[src/rtl/seq_shift_add_mult_if.sv]
// Handshake and data bundle for the sequential shift-and-add multiplier.
// The master side supplies operands and accepts products. The slave side is the multiplier.
interface seq_shift_add_mult_if #(
  parameter int WIDTH = 8
);
  logic               in_valid;
  logic               in_ready;
  logic [WIDTH-1:0]   a;
  logic [WIDTH-1:0]   b;
  logic               sgn;
  logic               out_valid;
  logic               out_ready;
  logic [2*WIDTH-1:0] p;
  logic               busy;

  modport master (
    output in_valid, a, b, sgn, out_ready,
    input  in_ready, out_valid, p, busy
  );

  modport slave (
    input  in_valid, a, b, sgn, out_ready,
    output in_ready, out_valid, p, busy
  );
endinterface

[src/rtl/seq_shift_add_mult.sv]
// Radix-2 sequential multiplier that retires one multiplier bit per clock.
// It supports unsigned or two's-complement operands, selected per operation,
// and produces the full 2*WIDTH-bit product.
//
// state | meaning
// IDLE  | waiting for operands, in_ready high
// RUN   | WIDTH shift-and-add steps, busy high
// DONE  | product held on p, out_valid high until out_ready
module seq_shift_add_mult #(
  parameter int WIDTH = 8
) (
  input  logic                 clk,
  input  logic                 rst,
  seq_shift_add_mult_if.slave  bus
);
  localparam int CNT_W = $clog2(WIDTH + 1);
  // Two guard bits: one holds the unsigned carry, one holds the sign of a signed partial sum.
  localparam int ACC_W = WIDTH + 2;

  typedef enum logic [1:0] {IDLE, RUN, DONE} state_t;

  state_t               state, state_nxt;
  logic [ACC_W-1:0]     acc, acc_nxt, addend, sum;
  logic [WIDTH-1:0]     mcand, q, q_nxt;
  logic                 sgn_r;
  logic [CNT_W-1:0]     cnt;
  logic                 last;
  logic [2*WIDTH-1:0]   p_r;

  assign last          = (cnt == CNT_W'(WIDTH - 1));
  assign bus.in_ready  = (state == IDLE);
  assign bus.busy      = (state == RUN);
  assign bus.out_valid = (state == DONE);
  assign bus.p         = p_r;

  // One arithmetic step. In signed mode the multiplier MSB carries negative weight, so the last step subtracts.
  always_comb begin
    addend = sgn_r ? {{2{mcand[WIDTH-1]}}, mcand} : {2'b00, mcand};
    sum    = acc;
    if (q[0]) begin
      if (sgn_r && last) sum = acc - addend;
      else               sum = acc + addend;
    end
    acc_nxt = {sgn_r & sum[ACC_W-1], sum[ACC_W-1:1]};
    q_nxt   = {sum[0], q[WIDTH-1:1]};
  end

  // State register.
  always_ff @(posedge clk or posedge rst) begin
    if (rst) state <= IDLE;
    else     state <= state_nxt;
  end

  // Next-state logic. Input and output handshakes never overlap because in_ready is low in DONE.
  always_comb begin
    state_nxt = state;
    case (state)
      IDLE:    if (bus.in_valid) state_nxt = RUN;
      RUN:     if (last)          state_nxt = DONE;
      DONE:    if (bus.out_ready) state_nxt = IDLE;
      default: state_nxt = IDLE;
    endcase
  end

  // Datapath: latch operands on accept, then step the multiplier. p updates only when a product completes.
  always_ff @(posedge clk or posedge rst) begin
    if (rst) begin
      acc   <= '0;
      q     <= '0;
      mcand <= '0;
      sgn_r <= 1'b0;
      cnt   <= '0;
      p_r   <= '0;
    end else begin
      case (state)
        IDLE: begin
          if (bus.in_valid) begin
            mcand <= bus.a;
            q     <= bus.b;
            sgn_r <= bus.sgn;
            acc   <= '0;
            cnt   <= '0;
          end
        end
        RUN: begin
          acc <= acc_nxt;
          q   <= q_nxt;
          cnt <= cnt + CNT_W'(1);
          if (last) p_r <= {acc_nxt[WIDTH-1:0], q_nxt};
        end
        default: ;
      endcase
    end
  end
endmodule

[src/flat_wrapper.sv]
// flat-port wrapper written by rule: the top's interface ports become plain ports
module seq_shift_add_mult_flat 
#(
  parameter int WIDTH = 8
)
  (clk, rst, bus_in_valid, bus_a, bus_b, bus_sgn, bus_out_ready, bus_in_ready, bus_out_valid, bus_p, bus_busy);
  seq_shift_add_mult_if #(.WIDTH(WIDTH)) bus_i ();
  input  logic clk;
  input  logic rst;
  input wire logic [$bits(bus_i.in_valid)-1:0] bus_in_valid;
  input wire logic [$bits(bus_i.a)-1:0] bus_a;
  input wire logic [$bits(bus_i.b)-1:0] bus_b;
  input wire logic [$bits(bus_i.sgn)-1:0] bus_sgn;
  input wire logic [$bits(bus_i.out_ready)-1:0] bus_out_ready;
  output wire logic [$bits(bus_i.in_ready)-1:0] bus_in_ready;
  output wire logic [$bits(bus_i.out_valid)-1:0] bus_out_valid;
  output wire logic [$bits(bus_i.p)-1:0] bus_p;
  output wire logic [$bits(bus_i.busy)-1:0] bus_busy;
  assign bus_i.in_valid = bus_in_valid;
  assign bus_i.a = bus_a;
  assign bus_i.b = bus_b;
  assign bus_i.sgn = bus_sgn;
  assign bus_i.out_ready = bus_out_ready;
  assign bus_in_ready = bus_i.in_ready;
  assign bus_out_valid = bus_i.out_valid;
  assign bus_p = bus_i.p;
  assign bus_busy = bus_i.busy;
  seq_shift_add_mult #(.WIDTH(WIDTH)) u_core (.clk(clk), .rst(rst), .bus(bus_i));
endmodule
[config.mk]
export PLATFORM = sky130hd
export DESIGN_NAME = seq_shift_add_mult_flat
export DESIGN_NICKNAME = d
export VERILOG_FILES = /design/src/rtl/seq_shift_add_mult_if.sv /design/src/rtl/seq_shift_add_mult.sv /design/src/flat_wrapper.sv
export SDC_FILE = /design/constraint.sdc
export NUM_CORES = 1
export LEC_CHECK = 0
export ABC_AREA = 1
export BUFFER_PORTS_ARGS = -buffer_cell sky130_fd_sc_hd__buf_2
export CAP_MARGIN = 25
export CORE_ASPECT_RATIO = 0.9
export CORE_MARGIN = 3
export CORE_UTILIZATION = 60
export DETAILED_ROUTE_END_ITERATION = 10
export GPL_ROUTABILITY_DRIVEN = 0
export GPL_TIMING_DRIVEN = 1
export PLACE_DENSITY = 0.83
export SYNTH_ARGS = -nofsm -noshare
export SYNTH_HDL_FRONTEND = slang
export SYNTH_SLANG_ARGS = --single-unit
[constraint.sdc]
create_clock -name clk -period 5.36 [get_ports clk]
set_input_delay 0.268 -clock clk [delete_from_list [all_inputs] [get_ports clk]]
set_output_delay 0.268 -clock clk [all_outputs]
set_load 0.02 [all_outputs]
==> impl_results.md <==
* DRT iter0 DRCs at 190
* Total congestion overflow at 0
* Htree depth at 2
* Post-route antenna net violation count at 0
* # IOs at 40
* Total Routed Length at 5.61 mm
* Antenna violations before repair at 0
* CTS tree: yes
* Max-slew violation count at 0
* CP endpoint kind: flip-flop
* Clk pin slew, worst setup/hold paths at 90 ps
* Post-route insts no fill at 420
* Rows at 22
* Syn nets at 352
* First-pass DRT Iterations at 4
* Fillcell total at 343
* Area contributors post-synth: dfrtp_1 (45%), nand2_1 (11%), ha_1 (5.1%), inv_1 (5.0%), o21ai_0 (4.3%)
* Total negative slack at 0 ps
* Clk root buf: clkbuf_8
* Cell Area, Synth at 2700 sq um
* RSZ-0062 raised after global routing: false
* HP Class: input pin to flip-flop
* CTS resizes at 0
* Via density at 5.29
* Critical path fanouts, max at 5
* Post-DP HPWL at 4.03 mm
* DR WL/cell at 13.4 microns
* CTS buffer count at 5
* Total number of vias at 2222
* CP required at 5560 ps
* Synth top area share at 45.5%
* Post-synthesis sequential area ratio at 45.5%
* Seq cells post-synth at 49
* First-pass GRT wire length at 9.61 mm
* Fin nets at 392
* Share of cells above drive strength 1 at 19.7%
* Hold-fix buffers, CTS at 0
* Worst-Skew Late Latency at 300 ps
* GRT Total Usage at 22.5%
* Core ar. at 4210 sq um
* Post-synthesis cell type count at 38
* # diodes at 0
* Ys Warns at 0
* Final period util at 51.5%
* Die ar. at 5330 sq um
* Hold path cells at 2
* DRC violations left at 0
* Area delta synth->final at 13.3%
* Die X at 76.6 microns
* Synth Flop Type: dfrtp_1
* Top-count cell post-synth: nand2_1
* Crit Path Class: flip-flop to flip-flop
* Minimum clock period at 2760 ps
* CP Launch Type: flip-flop
* Synth top cells by count: nand2_1 (79), dfrtp_1 (49), inv_1 (36), o21ai_0 (23), nand3_1 (20)
* Number of setup buffers added after CTS at 0
* Post-synthesis async set-or-reset flop share at 100%
* Die height at 69.6 microns
* Initial Util at 64.0%
* Worst-Margin Slew at 459 ps
* Post-synth EDFFs at 0
* Max-Cap Viols at 0
* Largest net degree at the start of global routing at 50
* Final worst setup slack at 2600 ps
* Leading area contributor after synthesis: dfrtp_1
* Max Clock Freq at 0.362 GHz
* Average size of a mapped cell at 8.45 sq um
* Slew headroom at 69.4%
* Worst EP arrival at 2960 ps
* Fin Clk Skew at 5.75 ps
* Hold Fails Final Rpt at 0
* Worst hold margin at 136 ps
* Place WS at 2680 ps
* Clock sink count at 49
* Deepest clock path buffer count at 2
* Mapped Cells at 319
* Status: finished clean
* DP Cell Count at 410
* R2R cell count at 18
* Vias in the first global route at 2112
* Final Setup Violations at 0
* I/O Buffers at 39
==> layer usage <==
metal  track usage [%]  vias to the layer above  wire, microns
met5                 0                        -              0
met4              5.03                        0             69
met3              5.06                        7            289
met2              36.1                       58           2650
met1              31.4                     1027           2600
li1                  -                     1130              -
==> cells by family after synthesis <==
logic type                 count (synthesis)  synth area share, %
and+or+nand+nor                          130                 23.1
adders and majority gates                 12                 5.85
AOI/OAI and AO/OA                         67                 14.0
DFF                                       49                 45.5
buffers and inverters                     49                 7.66
xor gates and xnor gates                  12                 3.90
==> worst paths after layout <==
path                                                    from                            to  slack, ps
worst max-delay path               u_core.cnt[0]$_DFFE_PP0P_     u_core.acc[8]$_DFFE_PP0P_       2600
worst min-delay path                           bus_out_ready   u_core.state[1]$_DFFE_PP0P_        140
worst max register to register     u_core.cnt[0]$_DFFE_PP0P_     u_core.acc[8]$_DFFE_PP0P_       2600
worst min register to register  u_core.bus.p[10]$_DFFE_PP0P_  u_core.bus.p[10]$_DFFE_PP0P_        480
max in group asynchronous                                rst   u_core.bus.p[8]$_DFFE_PP0P_       4390
min in group asynchronous                                rst     u_core.cnt[2]$_DFFE_PP0P_        480
==> placed cells by master (no fill, tap or decap), drive strengths merged, types with 2 or more instances in the layout <==
| master | instances |
|---|---|
| a21oi | 15 |
| buf | 40 |
| clkbuf | 6 |
| dfrtp | 49 |
| ha | 11 |
| inv | 41 |
| nand2 | 84 |
| nand3 | 23 |
| nand4 | 4 |
| nor2 | 13 |
| o21ai | 33 |
| o22ai | 11 |
| o31ai | 2 |
| or2 | 5 |
| xnor2 | 5 |
| xor2 | 7 |
==> stage by stage <==
step,cell area (sq um),utilization (%)
floorplan,2700,-
global placement,2910,69.2
detailed placement,2910,69.2
CTS,3020,71.8
global route,3050,72.5
finish,3050,72.5
==> state kept, by name, indices dropped and copies added, names as in the netlist <==
signal,cells
u_core.q,8
u_core.sgn_r,1
u_core.state,2
u_core.cnt,4
u_core.bus.p,16
u_core.mcand,8
u_core.acc,10
==> cell type report <==
type / instances / area (sq um) / area share, %
multi-input cells: 221 / 1260 / 41.3
flip-flops and latches: 49 / 1230 / 40.1
repair buffers: 41 / 225 / 7.37
inverters: 41 / 154 / 5.04
well taps: 60 / 75.1 / 2.46
clock buffers: 6 / 72.6 / 2.38
clock inverters: 2 / 38.8 / 1.27
==> critical path, cell delays in order, from the launching register on <==
cell and delay (ps):
dfrtp_1 420, ha_1 280, nand3_4 150, nor2_4 60
or2_2 290, xor2_1 150, ha_1 350, nand2_1 90
nand2_1 60, nand2_1 50, nand2_1 70, nand2_1 110
nand2_1 70, nor2_1 170, nand2_4 70, nand3_2 70
nand2_2 60, nand3_1 70, o21ai_2 50
Power is left out: the tool's default activity adds up to more than one toggle a clock period on the data nets, which glitch-free logic cannot reach.
